<file path="src/rtl/multi_ff_sync_filt.sv">
// -----------------------------------------------------------------------------
// multi_ff_sync_filt
//
// Brings WIDTH independent asynchronous single-bit inputs into the CLK domain.
// Each channel passes through a STAGES-deep flop chain. A glitch filter then
// only lets a new level through once it has been seen for FILT_CYCLES
// consecutive cycles. Registered one-cycle RISE/FALL pulses mark each change
// of the filtered level.
//
// Channels share nothing but the clock and reset. A multi-bit bus passed
// through here is NOT delivered as a coherent word.
//
// Parameters
//   WIDTH       : number of channels (>= 1)
//   STAGES      : synchroniser depth (>= 2)
//   FILT_CYCLES : consecutive cycles a new value must persist before Q
//                 follows (>= 1; 1 = no filtering)
//   NRST_VAL    : per-channel reset level for every sync stage and for Q
//                 (e.g. 1 on a UART RX line that idles high)
//
// Ports
//   CLK  : in,  1     sole clock
//   NRST : in,  1     asynchronous active-low reset. Deassertion must already
//                     be synchronised to CLK upstream.
//   D    : in,  WIDTH asynchronous inputs
//   Q    : out, WIDTH synchronised, filtered levels
//   RISE : out, WIDTH one-cycle pulse when Q[i] goes 0->1
//   FALL : out, WIDTH one-cycle pulse when Q[i] goes 1->0
//
// Latency: a stable change on D set up before capture edge 0 appears on Q
// after edge STAGES+FILT_CYCLES-1.
// -----------------------------------------------------------------------------
module multi_ff_sync_filt #(
  parameter int unsigned      WIDTH       = 8,
  parameter int unsigned      STAGES      = 2,
  parameter int unsigned      FILT_CYCLES = 1,
  parameter logic [WIDTH-1:0] NRST_VAL    = {WIDTH{1'b0}}
) (
  input  logic             CLK,
  input  logic             NRST,
  input  logic [WIDTH-1:0] D,
  output logic [WIDTH-1:0] Q,
  output logic [WIDTH-1:0] RISE,
  output logic [WIDTH-1:0] FALL
);

  // The counter only needs to reach FILT_CYCLES-1. Keep at least one bit so
  // the FILT_CYCLES=1 case still elaborates cleanly.
  localparam int unsigned      CNT_W   = (FILT_CYCLES > 1) ? $clog2(FILT_CYCLES) : 1;
  localparam logic [CNT_W-1:0] CNT_MAX = CNT_W'(FILT_CYCLES - 1);

  // ---------------------------------------------------------------------------
  // Parameter sanity
  // ---------------------------------------------------------------------------
  if (WIDTH < 1) begin : g_bad_width
    $error("multi_ff_sync_filt: WIDTH must be >= 1");
  end
  if (STAGES < 2) begin : g_bad_stages
    $error("multi_ff_sync_filt: STAGES must be >= 2");
  end
  if (FILT_CYCLES < 1) begin : g_bad_filt
    $error("multi_ff_sync_filt: FILT_CYCLES must be >= 1");
  end

  // ---------------------------------------------------------------------------
  // Synchroniser chain
  //
  // sync_reg[0] is the metastability-catching flop. No logic sits between
  // chain flops, so each stage gets a full period to resolve. The whole
  // chain resets to NRST_VAL. This means the first post-reset comparison
  // against Q (also NRST_VAL) sees no spurious difference.
  // ---------------------------------------------------------------------------
  logic [WIDTH-1:0] sync_reg [STAGES];
  logic [WIDTH-1:0] sync_out;

  always_ff @(posedge CLK or negedge NRST) begin
    if (!NRST) begin
      for (int k = 0; k < STAGES; k++) begin
        sync_reg[k] <= NRST_VAL;
      end
    end else begin
      sync_reg[0] <= D;
      for (int k = 1; k < STAGES; k++) begin
        sync_reg[k] <= sync_reg[k-1];
      end
    end
  end

  assign sync_out = sync_reg[STAGES-1];

  // ---------------------------------------------------------------------------
  // Per-channel glitch filter and edge detect
  //
  // cnt counts consecutive cycles in which the synchronised value differs
  // from Q. Any cycle where they agree clears it, so a glitch that falls
  // back to Q before the threshold leaves nothing behind. When the count is
  // already at FILT_CYCLES-1 and the difference persists, Q takes the new
  // value. The matching RISE/FALL pulse is registered in the same edge, so
  // the pulse lines up with the new Q.
  // ---------------------------------------------------------------------------
  genvar gi;
  for (gi = 0; gi < WIDTH; gi++) begin : g_chan
    logic             q_reg;
    logic             q_next;
    logic             rise_reg;
    logic             rise_next;
    logic             fall_reg;
    logic             fall_next;
    logic [CNT_W-1:0] cnt_reg;
    logic [CNT_W-1:0] cnt_next;
    logic             s_bit;

    assign s_bit = sync_out[gi];

    always_comb begin
      q_next    = q_reg;
      cnt_next  = cnt_reg;
      rise_next = 1'b0;
      fall_next = 1'b0;

      if (s_bit == q_reg) begin
        cnt_next = '0;
      end else if (cnt_reg == CNT_MAX) begin
        // Threshold met. Q follows S, and the direction of change selects
        // which pulse fires. RISE and FALL are mutually exclusive by
        // construction.
        q_next    = s_bit;
        cnt_next  = '0;
        rise_next = s_bit;
        fall_next = ~s_bit;
      end else begin
        cnt_next = cnt_reg + 1'b1;
      end
    end

    always_ff @(posedge CLK or negedge NRST) begin
      if (!NRST) begin
        q_reg    <= NRST_VAL[gi];
        cnt_reg  <= '0;
        rise_reg <= 1'b0;
        fall_reg <= 1'b0;
      end else begin
        q_reg    <= q_next;
        cnt_reg  <= cnt_next;
        rise_reg <= rise_next;
        fall_reg <= fall_next;
      end
    end

    assign Q[gi]    = q_reg;
    assign RISE[gi] = rise_reg;
    assign FALL[gi] = fall_reg;
  end

endmodule

</file>
<file path="config.mk">
export PLATFORM = sky130hd
export DESIGN_NAME = multi_ff_sync_filt
export DESIGN_NICKNAME = d
export VERILOG_FILES = /design/src/rtl/multi_ff_sync_filt.sv
export SDC_FILE = /design/constraint.sdc
export NUM_CORES = 1
export LEC_CHECK = 0
export CAP_MARGIN = 5
export CORE_MARGIN = 2
export CORE_UTILIZATION = 53
export DETAILED_ROUTE_END_ITERATION = 10
export PLACE_DENSITY = 0.92
export SLEW_MARGIN = 20
export SYNTH_ARGS = -nofsm -noshare
export SYNTH_HDL_FRONTEND = slang
export SYNTH_SLANG_ARGS = --single-unit
</file>
<file path="constraint.sdc">
create_clock -name CLK -period 2.13 [get_ports CLK]
set_input_delay 0.426 -clock CLK [delete_from_list [all_inputs] [get_ports CLK]]
set_output_delay 0.426 -clock CLK [all_outputs]
set_load 0.01 [all_outputs]
</file>
After elaboration in Yosys (flattened, before gate mapping)
Index checks and enable logic that the tools add are counted.

$add $sub $neg: 8. Equal/unequal tests: 8. Multiplexer cells: 48. Bitwise logic cells: 24. Reductions and logical operators: 8.

Operators by type and width (count): $mux W1 (48); $not A1 Y1 (24); $reduce_and A2 Y1 (8); $add A1 B1 Y1 const B (8); $eq A1 B1 Y1 (8).

Register bits after elaboration: 48. Bits of input ports: 10. Output and inout port bits: 24. Word-level logic and storage cells: 130.

Longest topological paths before layout
Word-level depth: 3. Mapped depth: 3. Depth with buffers taken out: 3.

Worst setup path before layout
No wires, ideal clock.

Path kind: register -> register. Start: register sync_reg, in the netlist sync_out[0]. End: register g_chan[0].q_reg. Arrival time: 0.963 ns. Setup slack: 1.042 ns. Stages on the path, launching flop included: 4. Clock period less this slack: 1.088 ns. Cells stage by stage: dfrtp_1 inv_1 ha_1 mux2_4.

Longest elaborated chain between the ends: 3.

RTL lines: from (decl) (line 73) `logic [WIDTH-1:0] sync_reg [STAGES];`; from (signal, indexed assignment) (line 84) `sync_reg[k] <= sync_reg[k-1];`; $eq A1 B1 Y1 (line 121) `if (s_bit == q_reg) begin`; $not A1 Y1 (no source line); $reduce_and A2 Y1 (no source line); to (signal assigned) (line 138) `q_reg <= NRST_VAL[gi];`; to (signal assigned) (line 143) `q_reg <= q_next;`; to (decl) (line 103) `logic q_reg;`.

Parallel ways exist; a longest one is shown, timed or not. A chain may end at the register's enable or synchronous reset.

Worst setup path in the final report
Start: register g_chan[6].q_reg. End: output Q[6].

RTL lines: from (decl) (line 103); from (signal assigned) (line 138); from (signal assigned) (line 143); to (decl) (line 42) `output logic [WIDTH-1:0] Q,`.

No word-level cell between the ends.

==> flow_metrics.py <==
metrics = {
    "cts": {
        "ctsResizeCount": 0,
        "cts_inserted_buffers": 5,
        "cts_root_buf": "clkbuf_4",
        "htree_levels": 2,
        "insertion_delay_ps": 340,
        "path_clk_slew_ps": 100,
        "post_cts_buffers": 0,
        "ctsHoldBuffers": 0,
        "cts_tree": "built",
        "cts_sinks": 40,
        "clock_path_buffers": 2,
    },
    "floorplan": {
        "coreArea_um2": 2781,
        "die_area_um2": 3397,
        "io_pins": 34,
        "start_util_pct": 56.14,
        "die_w_um": 58.28,
        "die_y_um": 58.28,
        "rows": 19,
    },
    "timing": {
        "fin_hold_ws_ps": 182.0,
        "relSlewSlack_pct": 43.92,
        "maxSlewViolCount": 0,
        "period_share_pct": 81.64,
        "hold_viol": 0,
        "min_period_ps": 1739,
        "max_freq_mhz": 575.1,
        "grt_setup_unrepaired": "false",
        "tightest_slew_ps": 841.1,
        "setup-tns-final_ps": 0,
        "setup_viol": 0,
        "fin_skew_ps": 2.991,
    },
    "critical_path": {
        "path_buf_inv": 1,
        "worstPathCellList": "clkdlybuf4s50_1",
        "path_max_fanout": 4,
        "cp_slowest_cell": "clkdlybuf4s50_1",
        "arrival_ps": 1310,
        "worstSetupEndpointType": "primary output",
        "worstSetupStartpointType": "flop",
        "cp.required_ps": 1700,
        "path_delay_family": "buffers and inverters",
        "crit_type": "reg -> out",
        "crit_path_max_incr_delay_ps": 560,
    },
    "logic_synthesis": {
        "syn_inst": 104,
        "yosysMostFrequentCell": "dfrtp_1",
        "yosysTopAreaCell": "dfrtp_1",
        "synth_flop_cell": "dfrtp_1",
        "ys_top_cells_by_area": "dfrtp_1 64%, ha_1 13%, buf_4 12%",
        "syn_area_per_cell_um2": 15.01,
        "yosysUniqueCellTypes": 5,
        "ys_seq_area_share_pct": 64.10,
        "synth_area_um2": 1561,
        "ys_warn_count": 0,
        "synth_top_area_share_pct": 64.10,
        "synthArstFlopShare_pct": 100.0,
        "synth-edff-count": 0,
        "synth.net_count": 130,
        "synth_common_cells": "40 x dfrtp_1, 24 x buf_4, 16 x ha_1, 16 x inv_1, 8 x mux2_4",
        "ys_ff_latch": 40,
    },
    "power": {
        "cellPowerDensity_nw_per_um2": 1215,
        "power.leakage_nw": 0.9193,
        "ir_drop_uv": 842.3,
    },
    "final_layout": {
        "nNetsFinal": 146,
        "layout-area-overhead-vs-synth_pct": 15.54,
        "drive_gt1_share_pct": 12.40,
        "n_antenna_cell": 0,
        "fillers": 213,
    },
    "global_route": {
        "grt_pass1_wl_um": 3070,
        "grt_max_degree": 41,
        "grt-ovfl-total": 0,
        "grt_pass1_vias": 697,
        "grt_usage_pct": 12.99,
        "antenna_found_initial": 0,
    },
    "drt": {
        "drc": 0,
        "first_pass_iters": 4,
        "drtIter0Drc": 13,
        "vias_per_cell": 4.513,
        "wl_um": 1848,
        "ant_nets": 0,
        "vias": 686,
        "wl_per_cell_um": 12.16,
    },
    "status": {
        "status": "finished clean",
    },
    "worst_hold_path": {
        "hold_class": "in -> async",
    },
    "place": {
        "hpwlAfterDp_um": 1316,
        "portBuffers": 33,
        "place.gp.congestion": 0.6525,
    },
    "flow_run": {
        "cap_violations": 0,
    },
}
==> metrics by stage <==
| stage | util, % | instance area [um^2] | worst slack (ps) | instances | total power, mW |
|---|---|---|---|---|---|
| 2_1_floorplan | - | 1562 | 1042 | 104 | 1.636 |
| 3_3_place_gp | 62.75 | 1745 | 794.8 | 144 | 1.783 |
| 3_5_place_dp | 62.75 | 1745 | 763.9 | 144 | 1.842 |
| 4_1_cts | 64.87 | 1804 | 364.7 | 152 | 2.238 |
| 5_1_grt | 64.87 | 1804 | 319.6 | 152 | 2.336 |
| 6_report | 64.87 | 1804 | 391.1 | 152 | 2.192 |
==> cell usage in the layout, fill, tap and decap left out <==
master and count:
buf_2 1, clkbuf_1 2, clkbuf_4 5, clkbuf_8 1, clkdlybuf4s50_1 32, dfrtp_1 40, ha_1 16, inv_1 16
mux2_4 8
==> power breakdown <==
| part | leakage (nW) | total, mW | internal, mW | switching, mW |
|---|---|---|---|---|
| Combinational | 0.401 | 0.757 | 0.489 | 0.268 |
| Clock | 0.0326 | 0.385 | 0.163 | 0.222 |
| Sequential | 0.486 | 1.05 | 0.936 | 0.114 |
==> logic make-up after synthesis <==
family	count (synthesis)	share of synthesized area [%]
multiplexers	8	7.693
flip-flops	40	64.10
adder cells (fa/ha/maj)	16	12.82
buffers and inverters	40	15.38
==> worst register-to-register path, cell delays in order, from the launching register on <==
cell	delay [ps]
dfrtp_1	410
inv_1	60
ha_1	310
mux2_4	300
==> layout make-up <==
type                            instances  area [um^2]  share of cell area [%]
Multi-Input combinational cell         24        320.3                   17.75
Inverter                               16        60.06                   3.329
Clock buffer                            8        58.81                   3.259
Sequential cell                        40         1001                   55.48
Timing Repair Buffer                   33        325.3                   18.03
Tap cell                               31        38.79                   2.150
==> path summary, 6_finish.rpt <==
kind / from / to / slack, ps / cells after the start
max reg2reg: sync_out[4] / g_chan[4].q_reg / 940 / 3
min: NRST / sync_reg[15] / 180 / 1
min in group CLK: sync_reg[10] / sync_out[2] / 360 / 0
max: g_chan[6].q_reg / Q[6] / 390 / 1
max in group asynchronous: NRST / sync_reg[10] / 1430 / 1
min reg2reg: sync_reg[10] / sync_out[2] / 360 / 0
==> metal layers <==
layer / share of wire [%] / track usage, %
met5: 0 / 0
met2: 49 / 19.26
met1: 39 / 14.41
met4: 2.6 / 9.967
met3: 9.4 / 6.027
Note: power is estimated with default switching activity, not from simulation.
